**config.mk**
```make
export PLATFORM = sky130hd
export DESIGN_NAME = basys3_status_tx
export DESIGN_NICKNAME = d
export VERILOG_FILES = /design/src/rtl/basys3_status_tx.sv
export SDC_FILE = /design/constraint.sdc
export NUM_CORES = 1
export LEC_CHECK = 0
export ABC_AREA = 1
export CAP_MARGIN = 5
export CORE_MARGIN = 2
export CORE_UTILIZATION = 30
export CTS_CLUSTER_DIAMETER = 60
export DETAILED_ROUTE_END_ITERATION = 8
export DONT_BUFFER_PORTS = 1
export SYNTH_ARGS = -nofsm -noshare
export SYNTH_HDL_FRONTEND = slang
export SYNTH_SLANG_ARGS = --single-unit
```
**constraint.sdc**
```tcl
create_clock -name clk -period 2.1 [get_ports clk]
set_clock_uncertainty 0.05 [all_clocks]
set_input_delay 0.42 -clock clk [delete_from_list [all_inputs] [get_ports clk]]
set_output_delay 0.42 -clock clk [all_outputs]
set_load 0.1 [all_outputs]
```
**src/rtl/basys3_status_tx.sv**
```systemverilog
// ============================================================================
// basys3_status_tx : switch/button status encoder, 10-byte ASCII frame on a
// valid/ready stream.  Optional periodic resend: BASYS3_STATUS_REFRESH_EN.
// Revision: 1.0
// ============================================================================
`default_nettype none

module basys3_status_tx #(
    parameter int SWITCH_COUNT = 16,
    parameter int BUTTON_COUNT = 5,
    parameter int DATA_WIDTH   = 8
`ifdef BASYS3_STATUS_REFRESH_EN
    ,
    parameter int REFRESH_CYCLES = 5_000_000
`endif
) (
    input  logic                    clk,
    input  logic                    reset_n,
    input  logic                    ena,
    input  logic [SWITCH_COUNT-1:0] switch_in,
    input  logic [BUTTON_COUNT-1:0] button_in,
    output logic [DATA_WIDTH-1:0]   out_data,
    output logic                    out_valid,
    input  logic                    out_ready,
    output logic                    busy
);

    typedef enum logic [0:0] {S_IDLE = 1'b0, S_SEND = 1'b1} state_t;

    localparam logic [3:0] c_LAST_IDX = 4'd9;

    state_t                  r_state, w_state_nxt;
    logic [SWITCH_COUNT-1:0] r_sw_s1, r_sw_s2, r_snap_sw, w_snap_sw_nxt;
    logic [BUTTON_COUNT-1:0] r_btn_s1, r_btn_s2, r_snap_btn, w_snap_btn_nxt;
    logic [3:0]              r_idx, w_idx_nxt;
    logic [DATA_WIDTH-1:0]   r_out_data, w_data_nxt;
    logic                    r_out_valid, w_valid_nxt;
    logic                    r_busy, w_busy_nxt;
    logic                    r_pending;
    logic                    w_start;
    logic                    w_refresh_hit;

    function automatic logic [7:0] f_hex(input logic [3:0] n);
        return (n < 4'd10) ? (8'h30 + {4'h0, n}) : (8'h37 + {4'h0, n});
    endfunction

    function automatic logic [7:0] f_frame_byte(input logic [3:0] idx,
                                                input logic [15:0] sw,
                                                input logic [7:0] btn);
        logic [7:0] v;
        case (idx)
            4'd0:    v = 8'h53;
            4'd1:    v = f_hex(sw[15:12]);
            4'd2:    v = f_hex(sw[11:8]);
            4'd3:    v = f_hex(sw[7:4]);
            4'd4:    v = f_hex(sw[3:0]);
            4'd5:    v = 8'h42;
            4'd6:    v = f_hex(btn[7:4]);
            4'd7:    v = f_hex(btn[3:0]);
            4'd8:    v = 8'h0D;
            default: v = 8'h0A;
        endcase
        return v;
    endfunction

    always_comb begin
        w_state_nxt    = r_state;
        w_idx_nxt      = r_idx;
        w_data_nxt     = r_out_data;
        w_valid_nxt    = r_out_valid;
        w_busy_nxt     = r_busy;
        w_snap_sw_nxt  = r_snap_sw;
        w_snap_btn_nxt = r_snap_btn;
        w_start        = 1'b0;
        case (r_state)
            S_IDLE: begin
                if (r_pending || (r_sw_s2 != r_snap_sw) || (r_btn_s2 != r_snap_btn)) begin
                    w_start        = 1'b1;
                    w_snap_sw_nxt  = r_sw_s2;
                    w_snap_btn_nxt = r_btn_s2;
                    w_idx_nxt      = 4'd0;
                    w_data_nxt     = 8'h53;
                    w_valid_nxt    = 1'b1;
                    w_busy_nxt     = 1'b1;
                    w_state_nxt    = S_SEND;
                end
            end
            default: begin
                if (r_out_valid && out_ready) begin
                    if (r_idx == c_LAST_IDX) begin
                        w_valid_nxt = 1'b0;
                        w_busy_nxt  = 1'b0;
                        w_state_nxt = S_IDLE;
                    end else begin
                        w_idx_nxt  = r_idx + 4'd1;
                        w_data_nxt = f_frame_byte(r_idx + 4'd1, r_snap_sw,
                                                  {{(8-BUTTON_COUNT){1'b0}}, r_snap_btn});
                    end
                end
            end
        endcase
    end

`ifdef BASYS3_STATUS_REFRESH_EN
    localparam int c_CNT_W = $clog2(REFRESH_CYCLES);
    logic [c_CNT_W-1:0] r_refresh;

    // A frame start restarts the period, so only idle-time silence triggers a resend.
    assign w_refresh_hit = (r_refresh == c_CNT_W'(REFRESH_CYCLES - 1)) && !w_start;

    always_ff @(posedge clk or negedge reset_n) begin
        if (!reset_n) begin
            r_refresh <= '0;
        end else if (ena) begin
            if (w_start || w_refresh_hit) begin
                r_refresh <= '0;
            end else begin
                r_refresh <= r_refresh + 1'b1;
            end
        end
    end
`else
    assign w_refresh_hit = 1'b0;
`endif

    always_ff @(posedge clk or negedge reset_n) begin
        if (!reset_n) begin
            r_state     <= S_IDLE;
            r_sw_s1     <= '0;
            r_sw_s2     <= '0;
            r_btn_s1    <= '0;
            r_btn_s2    <= '0;
            r_snap_sw   <= '0;
            r_snap_btn  <= '0;
            r_idx       <= '0;
            r_out_data  <= '0;
            r_out_valid <= 1'b0;
            r_busy      <= 1'b0;
            r_pending   <= 1'b1;
        end else if (ena) begin
            r_sw_s1     <= switch_in;
            r_sw_s2     <= r_sw_s1;
            r_btn_s1    <= button_in;
            r_btn_s2    <= r_btn_s1;
            r_state     <= w_state_nxt;
            r_snap_sw   <= w_snap_sw_nxt;
            r_snap_btn  <= w_snap_btn_nxt;
            r_idx       <= w_idx_nxt;
            r_out_data  <= w_data_nxt;
            r_out_valid <= w_valid_nxt;
            r_busy      <= w_busy_nxt;
            if (w_refresh_hit) begin
                r_pending <= 1'b1;
            end else if (w_start) begin
                r_pending <= 1'b0;
            end
        end
    end

    assign out_data  = r_out_data;
    assign out_valid = r_out_valid;
    assign busy      = r_busy;

endmodule

`default_nettype wire
```
* Word level (Yosys, flattened, before mapping)
Cells that the tools add are included.
** Storage, ports and cells
- Output and inout bits :: 10
- Input bits :: 25
- Register bits after elaboration :: 78
- Logic and storage cells :: 75
** Operators by class
- Mux-type cells :: 23
- $lt $le $gt $ge :: 5
- Eq/ne operators :: 14
- Add/sub/neg operators :: 12
- Reduce and logical (&&, ||, !) cells :: 9
- Bitwise logic cells :: 1
** Operators by type and width (count)
- adder 6 x 4 -> 7 bit, first input constant :: 10
- case mux 7 bit (9 select lines) :: 1
- 2-to-1 mux 7 bit :: 5
- 2-to-1 mux 8 bit :: 4
- < comparator 4 bit, second input constant :: 5
- == test 4 x 3 -> 1 bit, second input constant :: 4
- 2-to-1 mux 4 bit :: 4
- inequality test 16 bit :: 1
- 2-to-1 mux 1 bit :: 9
- == test 4 x 2 -> 1 bit, second input constant :: 2
- == test 4 bit, second input constant :: 2
- AND reduction 4 bit :: 2
- adder 6 x 1 -> 7 bit, first input constant :: 1
- inequality test 5 bit :: 1
- adder 4 x 1 -> 4 bit, second input constant :: 1
- == test 4 x 1 -> 1 bit, second input constant :: 1
- logical NOT 4 bit :: 1
- inequality test 2 x 1 -> 1 bit, second input constant :: 2
- AND reduction 3 bit :: 1
- logical OR 1 bit :: 2
- inequality test 2 bit, second input constant :: 1
- AND reduction 2 bit :: 1
- nonzero test 2 bit :: 1
- logical AND 1 bit :: 1
- inverter 1 bit :: 1

* Depth between registers and ports, before layout
Gate-level depths: netlist (run 1).
- Depth after elaboration :: 6
- Depth in mapped cells :: 13
- Depth with buffers taken out :: 13

* Least setup slack after synthesis (run 1)
No wires, ideal clock.
- Kind :: register to register
- Start :: reg busy (netlist name)
- End :: reg r_out_data[1] (netlist: out_data[1])
- Stages on the path, launching flop included :: 10
- Library setup time :: 113 ps
- Arrival time :: 1839 ps
- Clock period less this slack :: 2002 ps
- Slack :: 98 ps
- Cell sequence :: dfrtp_1 > inv_1 > nor2_1 > a21oi_1 > nor2_2 > nand3_1 > nor2_1 > nand3_1 > nand2_1 > inv_1
** RTL lines
- end signal, assigned :: line 149 : r_out_data <= w_data_nxt;
- end, declared :: line 36 : logic [DATA_WIDTH-1:0] r_out_data, w_data_nxt;

* Final worst setup path (run 1)
- Start :: reg r_idx[1]
- End :: reg r_out_data[4] (netlist: out_data[4])
** On the way
- Word-level cells in the longest chain between the ends :: 6
- Elaborated cells between the ends (all ways) :: 17
** Ends and longest elaborated chain
- start, declared :: line 35 : logic [3:0] r_idx, w_idx_nxt;
- start signal, assigned :: line 148 : r_idx <= w_idx_nxt;
- adder 4 x 1 -> 4 bit :: line 96 : w_data_nxt = f_frame_byte(r_idx + 4'd1, r_snap_sw,
- == test 4 bit, or another cell as far along :: line 51 : case (idx)
- case mux 7 bit (9 select lines) :: line 51
- 2-to-1 mux 8 bit :: line 90 : if (r_idx == c_LAST_IDX) begin
- 2-to-1 mux 8 bit :: line 89 : if (r_out_valid && out_ready) begin
- 2-to-1 mux 8 bit :: line 75 : case (r_state)
Parallel ways exist; a longest one is shown, timed or not. The select of a mux whose other input is x is not followed.
A chain may end at the register's enable or synchronous reset.

==> summary.md, run 1 <==
| Metric | Value |
|---|---|
| Nature of the critical path endpoint | flop |
| Worst-case clock buffer depth | 2 |
| Count of synthesis-stage warnings from yosys | 0 |
| Cells after Synth | between 600 and 700 |
| Combinational family with the most area after synthesis | simple AND/OR/NAND/NOR gates |
| Slew Limit Fails | 0 |
| Cts bufs inserted | 9 |
| Fraction of the yosys area taken by sequential cells | 44.4% |
| Diode insertion count for antenna repair | 0 |
| Worst hold slack after final layout | -0.275 ns |
| Max capacitance violation total | 0 |
| Remaining DRCs | 0 |
| Run status | complete, but fails checks |
| Top fanout value on the critical path | 8 |
| TritonCTS clock tree | yes |
| NumNets Final | 659 |
| Final HPWL DP | 7.71 mm |
| Setup violations, final | 0 |
| Reg clk slew, reported paths | 0.06 ns |
| Post-placement setup slack | 0.0826 ns |
| Cell area after technology mapping | 4340 um^2 |
| Number of flip-flops and latches in the synthesized netlist | 77 |
| XOR/XNOR Fraction of Synth Area | less than 1% |
| Instance area at placement | 4630 um^2 |
| Worst min-delay path class | in2async |
| Layout cell share with drive strength beyond 1 | 12.6% |
| Total overflow reported by the global router | 0 |
| Largest net degree at the start of global routing | 78 |
| Total number of clock tree sinks | 77 |
| Number of antenna violations at the first check in global routing | 0 |
| Number of levels in the clock H-tree | 3 |
| First-pass GRT wire length | 17.4 mm |
| PwrDens | between 1000 and 1500 nW/um^2 |
| Hold violation total from the final report | between 70 and 80 |
| Synth Area in Compound Gates | 8.16% |
| Adder-cell area share of the yosys netlist | between 3 and 4% |
| Total core area | ~14000 um^2 |
| Average instance area after synthesis | 7.09 um^2 |
| Area added between synthesis and finish | 13.7% |
| Starting utilization of the core area | around 31% |
| Filler Cell Count | 1526 |
| Final period utilization | 91.5% |
| Peak Freq | 521 MHz |
| Number of port buffers | 0 |
| Number of distinct standard cells referenced by the synthesized netlist | 30 |
| Top-level I/O count | 35 |
| Portion of netlist area occupied by mux cells | 0% |
| Violated checks | negative hold slack |
| Row count | 43 |
| Final std cell area, no fill | 4930 um^2 |
| Die height | 124 um |
| Worst path setup slack after routing | roughly 0.18 ns |
| Worst-skew pair later-pin latency | 0.34 ns |
| Total track usage | 13.9% |
| DIE AREA | 15500 um^2 |
| Total number of vias | between 3000 and 4000 |
| Arrival time of data at the critical path endpoint | 2.15 ns |
| Kind of critical path | reg2reg |
| Master cell of the clock root buffer | sky130_fd_sc_hd__clkbuf_16 |
| Number of cells traversed by the worst register-to-register path | 13 |
| Post-Synth Simple-Gate Area | 35.4% |
| Slew margin rel. | 62.6% |
| Leakage component of the power | around 2.6 nW |
| Min cycle time layout | between 1.5 and 2 ns |
| Final ANT Viol Nets | 0 |
| Required time of the worst setup path | 2.33 ns |
| Vias in the first global route | 3365 |
| Die W | 124 um |
| CP Launch Type | flop |
| Worst slew pin tran | 0.561 ns |
| Number of iterations in the first detailed-routing pass | 5 |
| Iteration-0 DRC Markers | 201 |
| Detailed-route wire length | between 10 and 15 mm |
| Final sum of negative setup slack | 0 ns |
| Vias per cell | 4.47 |
| Post-CTS Setup Inserts | 0 |
| GPL Wtd Cong | approximately 0.93 |
| Per-cell routed wire length | roughly 13 um |
| Syn Nets | 648 |
| IR Drop Worst-Case VDD | 666 uV |
metrics by stage:
| step | hold slack [ns] | power, mW | utilization, % | cells |
|---|---|---|---|---|
| finish | -0.275 | 6.21 | 35.3 | 808 |
| floorplan | 0.0744 | 4.05 | - | 612 |
| global route | -0.293 | 6.66 | 35.3 | 808 |
| detailed placement | 0.0801 | 4.67 | 33.1 | 792 |
| CTS | -0.290 | 6.23 | 35.2 | 808 |
| global placement | 0.0802 | 4.69 | 33.1 | 792 |
Yosys cell counts (all sizes together):
| cell | instances | area [um^2] |
|---|---|---|
| clkbuf | 9 | 33.8 |
| and2 | 1 | 6.26 |
| nor2 | 53 | 219 |
| nand3b | 1 | 7.51 |
| o211ai | 1 | 7.51 |
| dfrtp | 76 | 1900 |
| a21oi | 7 | 35.0 |
| nand2 | 283 | 1070 |
| clkinv | 1 | 5.00 |
| buf | 9 | 80.1 |
| o31ai | 1 | 7.51 |
| nand4 | 9 | 56.3 |
| xor2 | 3 | 26.3 |
| conb | 1 | 3.75 |
| nor3 | 2 | 10.0 |
| inv | 63 | 236 |
| o21ai | 48 | 304 |
| nand3 | 32 | 165 |
| dfstp | 1 | 26.3 |
| ha | 11 | 138 |
cells by family (layout without fill, tap and decap cells):
kind of cell               after synthesis  after routing
and+or+nand+nor                        381            381
DFF                                     77             77
buffers and inverters                   82             98
other                                    1              1
AOI/OAI and AO/OA                       57             57
adders and majority gates               11             11
xor gates and xnor gates                 3              3
cell usage in the layout, fill, tap and decap left out:
cell | synthesis | routed
sky130_fd_sc_hd__nor3_1 | 2 | 2
sky130_fd_sc_hd__inv_1 | 51 | 51
sky130_fd_sc_hd__nand3_2 | 1 | 1
sky130_fd_sc_hd__clkbuf_16 | 0 | 9
sky130_fd_sc_hd__nand4_1 | 9 | 9
sky130_fd_sc_hd__nand3_1 | 31 | 31
sky130_fd_sc_hd__o211ai_1 | 1 | 1
sky130_fd_sc_hd__conb_1 | 1 | 1
sky130_fd_sc_hd__clkinv_4 | 0 | 1
sky130_fd_sc_hd__inv_2 | 12 | 12
sky130_fd_sc_hd__inv_8 | 0 | 2
sky130_fd_sc_hd__a21oi_1 | 7 | 7
sky130_fd_sc_hd__o21ai_1 | 3 | 3
sky130_fd_sc_hd__nand2_2 | 1 | 2
sky130_fd_sc_hd__xor2_1 | 3 | 3
sky130_fd_sc_hd__dfstp_2 | 1 | 1
sky130_fd_sc_hd__and2_1 | 1 | 1
sky130_fd_sc_hd__clkbuf_8 | 0 | 1
sky130_fd_sc_hd__inv_6 | 0 | 1
sky130_fd_sc_hd__nor2_1 | 47 | 45
sky130_fd_sc_hd__clkinv_2 | 1 | 1
sky130_fd_sc_hd__nand3b_1 | 1 | 1
sky130_fd_sc_hd__o21ai_2 | 17 | 17
sky130_fd_sc_hd__nand2_4 | 1 | 1
sky130_fd_sc_hd__nor2_4 | 1 | 2
sky130_fd_sc_hd__nand2_1 | 281 | 280
sky130_fd_sc_hd__nor2_2 | 5 | 6
sky130_fd_sc_hd__o31ai_1 | 1 | 1
sky130_fd_sc_hd__buf_12 | 0 | 3
sky130_fd_sc_hd__o21ai_0 | 28 | 28
sky130_fd_sc_hd__dfrtp_1 | 76 | 74
sky130_fd_sc_hd__ha_1 | 11 | 11
sky130_fd_sc_hd__dfrtp_2 | 0 | 2
sky130_fd_sc_hd__clkinvlp_4 | 0 | 2
sky130_fd_sc_hd__buf_4 | 4 | 15
area by class of cell:
type / count / area, um^2 / share of cell area (%)
tap: 180 / 225 / 4.56
sequential: 77 / 1930 / 39.1
clock buffer: 10 / 239 / 4.84
multi-input combinational: 453 / 2070 / 42.0
clock inverter: 6 / 55.1 / 1.12
timing repair buffer: 18 / 173 / 3.50
inverter: 64 / 241 / 4.89
where the power goes:
group / switching (mW) / total (mW) / internal [mW]
logic: 1.86 / 2.64 / 0.776
clock network: 0.671 / 1.53 / 0.855
registers: 0.267 / 2.04 / 1.78
total: 2.80 / 6.21 / 3.41
worst max-delay path, cell delays in order, from the launching register on:
cell and delay, ns:
sky130_fd_sc_hd__dfrtp_2 0.45, sky130_fd_sc_hd__ha_1 0.21, sky130_fd_sc_hd__inv_1 0.05, sky130_fd_sc_hd__nand2_1 0.05, sky130_fd_sc_hd__nand2_2 0.09, sky130_fd_sc_hd__buf_4 0.16, sky130_fd_sc_hd__clkinv_2 0.12, sky130_fd_sc_hd__nor2_4 0.20
sky130_fd_sc_hd__nand2_1 0.13, sky130_fd_sc_hd__nand2_1 0.08, sky130_fd_sc_hd__nor2_1 0.05, sky130_fd_sc_hd__nand3_1 0.10, sky130_fd_sc_hd__nand2_1 0.06, sky130_fd_sc_hd__nand2_1 0.06
sequential cells by signal, summed over array words and instances, names as in the netlist, 4 cells and up:
signal	count
out_data	7
r_sw_s1	16
r_sw_s2	16
r_btn_s2	5
r_snap_btn	5
r_idx	4
r_btn_s1	5
r_snap_sw	16
worst paths after layout:
path,from,endpoint,slack (ns)
worst max-delay path,r_idx[1]$_DFFE_PN0P_,out_data[4]$_DFFE_PN0P_,0.18
worst min-delay path,reset_n,out_data[2]$_DFFE_PN0P_,-0.28
worst max register to register,r_idx[1]$_DFFE_PN0P_,out_data[4]$_DFFE_PN0P_,0.18
worst min register to register,r_sw_s1[9]$_DFFE_PN0P_,r_sw_s1[9]$_DFFE_PN0P_,0.42
max in group asynchronous,reset_n,r_pending$_DFFE_PN1P_,2.06
min in group clk,ena,r_sw_s2[10]$_DFFE_PN0P_,0.14
metal layers:
layer	vias to the layer above	track usage, %	share of wire (%)
li1	1925	-	-
met1	1594	20.4	50
met2	86	20.8	44
met3	10	3.14	4.6
met4	0	3.70	1.0
met5	-	0	0
repair_timing:
action / 4_1_cts / 5_1_grt
endpoints found under the hold margin: 77 / 77
setup endpoints to repair: 0 / 9
resized for setup: 0 / 5
Power figures use the tool's default switching activity.
==> run 2, diff against run 1 <==
CORE_ASPECT_RATIO = 0.8   (was default)
CORE_UTILIZATION = 50   (was 30)
REMOVE_ABC_BUFFERS = 1   (was default)
==> summary.md, run 2 (synthesized netlist as in run 1, its figures left out) <==
| Metric | Value |
|---|---|
| Run status | complete, but fails checks |
| Violated checks | negative hold slack |
| Number of antenna violations at the first check in global routing | 0 (unchanged) |
| Total number of vias | 3671 (+1.5%) |
| GPL Wtd Cong | 0.930 (-0.39%) |
| Top fanout value on the critical path | 19 (+11) |
| Instance area at placement | 4520 um^2 (-2.2%) |
| Nature of the critical path endpoint | flop |
| Setup repair after global routing missed its margin | no |
| IR Drop Worst-Case VDD | 1060 uV (+60%) |
| Slew margin rel. | 63.1% (+0.50 points) |
| Start of the worst register-to-register path | r_snap_sw[11]$_DFFE_PN0P_ |
| Starting utilization of the core area | 51.4% (+20 points) |
| Master cell of the clock root buffer | sky130_fd_sc_hd__clkbuf_8 |
| Worst min-delay path class | in2async |
| Post-placement setup slack | 0.125 ns (+0.0422 ns) |
| Required time of the worst setup path | 2.34 ns (about the same) |
| Total power draw | 5.91 mW (-4.8%) |
| Total number of clock tree sinks | 77 (unchanged) |
| Number of iterations in the first detailed-routing pass | 4 (-1) |
| Final HPWL DP | 7.50 mm (-2.7%) |
| Total overflow reported by the global router | 0 (unchanged) |
| Kind of critical path | reg2reg |
| CP Launch Type | flop |
| Max capacitance violation total | 0 (unchanged) |
| Most frequent cells in the layout | sky130_fd_sc_hd__nand2_1, sky130_fd_sc_hd__dfrtp_1, sky130_fd_sc_hd__inv_1, sky130_fd_sc_hd__nor2_1, sky130_fd_sc_hd__nand3_1 |
| Worst hold slack after final layout | -0.308 ns (-0.0325 ns) |
| Number of port buffers | 0 (unchanged) |
| Diode insertion count for antenna repair | 0 (unchanged) |
| Final sum of negative setup slack | 0 ns (unchanged) |
| Final period utilization | 90.4% (-1.0 points) |
| DIE AREA | 9450 um^2 (-39%) |
| Post-CTS Setup Inserts | 0 (unchanged) |
| Row count | 30 (-30%) |
| Remaining DRCs | 0 (unchanged) |
| Critical path's slowest cell | sky130_fd_sc_hd__dfrtp_1 |
| Die height | 87.3 um (-30%) |
| Crit path largest cell delay | 0.47 ns (+0.02 ns) |
| Number of levels in the clock H-tree | 3 (unchanged) |
| Per-cell routed wire length | 13.6 um (+6.4%) |
| Final ANT Viol Nets | 0 (unchanged) |
| Critical path's most frequent cell | sky130_fd_sc_hd__nand2_1 |
| Total core area | 8450 um^2 (-40%) |
| TritonCTS clock tree | yes |
| Area added between synthesis and finish | 9.34% |
| Final std cell area, no fill | 4750 um^2 (-3.8%) |
| Worst path setup slack after routing | 0.201 ns (+0.0213 ns) |
| Peak Freq | 527 MHz (+1.1%) |
| Iteration-0 DRC Markers | 222 (+10%) |
| Worst-case clock buffer depth | 2 (unchanged) |
| Total track usage | 23.8% (+9.9 points) |
| Commonest non-fill, non-tap cell in the layout | sky130_fd_sc_hd__nand2_1 |
| Die W | 108 um (-13%) |
| Leakage component of the power | 2.53 nW (-1.6%) |
| Cell chain of the critical path | inv_2, nand2_1, nand2_1, nor2_1, nand2_1, nor2_2, nand3_2, nand2_4, buf_12, nor2_1, a21oi_1 |
| NumNets Final | 660 (+0.15%) |
| Largest net degree at the start of global routing | 78 (unchanged) |
| Top Registers | r_snap_sw x16, r_sw_s1 x16, r_sw_s2 x16 |
| Kind of cell with the highest combined delay on the critical path | simple AND/OR/NAND/NOR gates |
| Cts bufs inserted | 9 (unchanged) |
| Arrival time of data at the critical path endpoint | 2.14 ns (about the same) |
| Setup violations, final | 0 (unchanged) |
| Hold violation total from the final report | 77 (unchanged) |
| Vias in the first global route | 3537 (+5.1%) |
| Filler Cell Count | 822 (-46%) |
| Worst-skew pair later-pin latency | 0.36 ns (+0.02 ns) |
| Layout cell share with drive strength beyond 1 | 12.7% (+0.16 points) |
| Slew Limit Fails | 0 (unchanged) |
| First-pass GRT wire length | 17.2 mm (-1.3%) |
| Critical path buffers and inverters | 2 (-1) |
| Reg clk slew, reported paths | 0.08 ns (+0.02 ns) |
| Top-level I/O count | 35 (unchanged) |
| PwrDens | 1250 nW/um^2 (-1.0%) |
| Min cycle time layout | 1.90 ns (-0.0213 ns) |
| Detailed-route wire length | 10.1 mm (-2.5%) |
| Crit path from | r_snap_sw[11]$_DFFE_PN0P_ |
| Worst slew pin tran | 0.554 ns (-0.00751 ns) |
| Vias per cell | 4.96 (+11%) |
run 2: final timing paths:
path,to,slack [ns],depth (start not counted)
min in group clk,r_sw_s2[6]$_DFFE_PN0P_,0.12,1
worst max-delay path,r_snap_btn[0]$_DFFE_PN0P_,0.20,11
worst min register to register,r_sw_s1[6]$_DFFE_PN0P_,0.42,2
max in group asynchronous,r_pending$_DFFE_PN1P_,2.13,0
worst min-delay path,out_data[3]$_DFFE_PN0P_,-0.31,0
worst max register to register,r_snap_btn[0]$_DFFE_PN0P_,0.20,11
run 2: report_power, final:
group          switching, mW  internal (mW)  total, mW
Sequential             0.268           1.77       2.04
Clock                  0.571          0.665       1.24
Combinational           1.87          0.768       2.64
Total                   2.71           3.21       5.91
run 2: cell type report:
type | count | area (um^2) | share of cell area (%)
Multi-Input combinational cell | 453 | 2070 | 43.6
Sequential cell | 77 | 1930 | 40.7
Inverter | 64 | 241 | 5.09
Timing Repair Buffer | 19 | 155 | 3.27
Tap cell | 112 | 140 | 2.95
Clock buffer | 9 | 124 | 2.61
Clock inverter | 6 | 87.6 | 1.85
run 2: per-stage QoR:
stage	utilization, %	instances
after global routing	56.2	740
after detailed placement	53.6	725
final	56.2	740
after CTS	56.1	740
after floorplan	-	594
after global placement	53.6	725
run 2: repair_timing:
action                                 in CTS  in global routing
endpoints found under the hold margin      77                 77
gates resized for setup                     0                  5
setup endpoints to repair                   0                  9
run 2: metal layers:
layer	GRT usage, %	vias to the layer above	routed length [um]
li1	-	1922	-
met1	33.0	1667	5060
met2	36.9	66	4410
met3	5.83	16	432
met4	7.69	0	201
met5	0	-	0
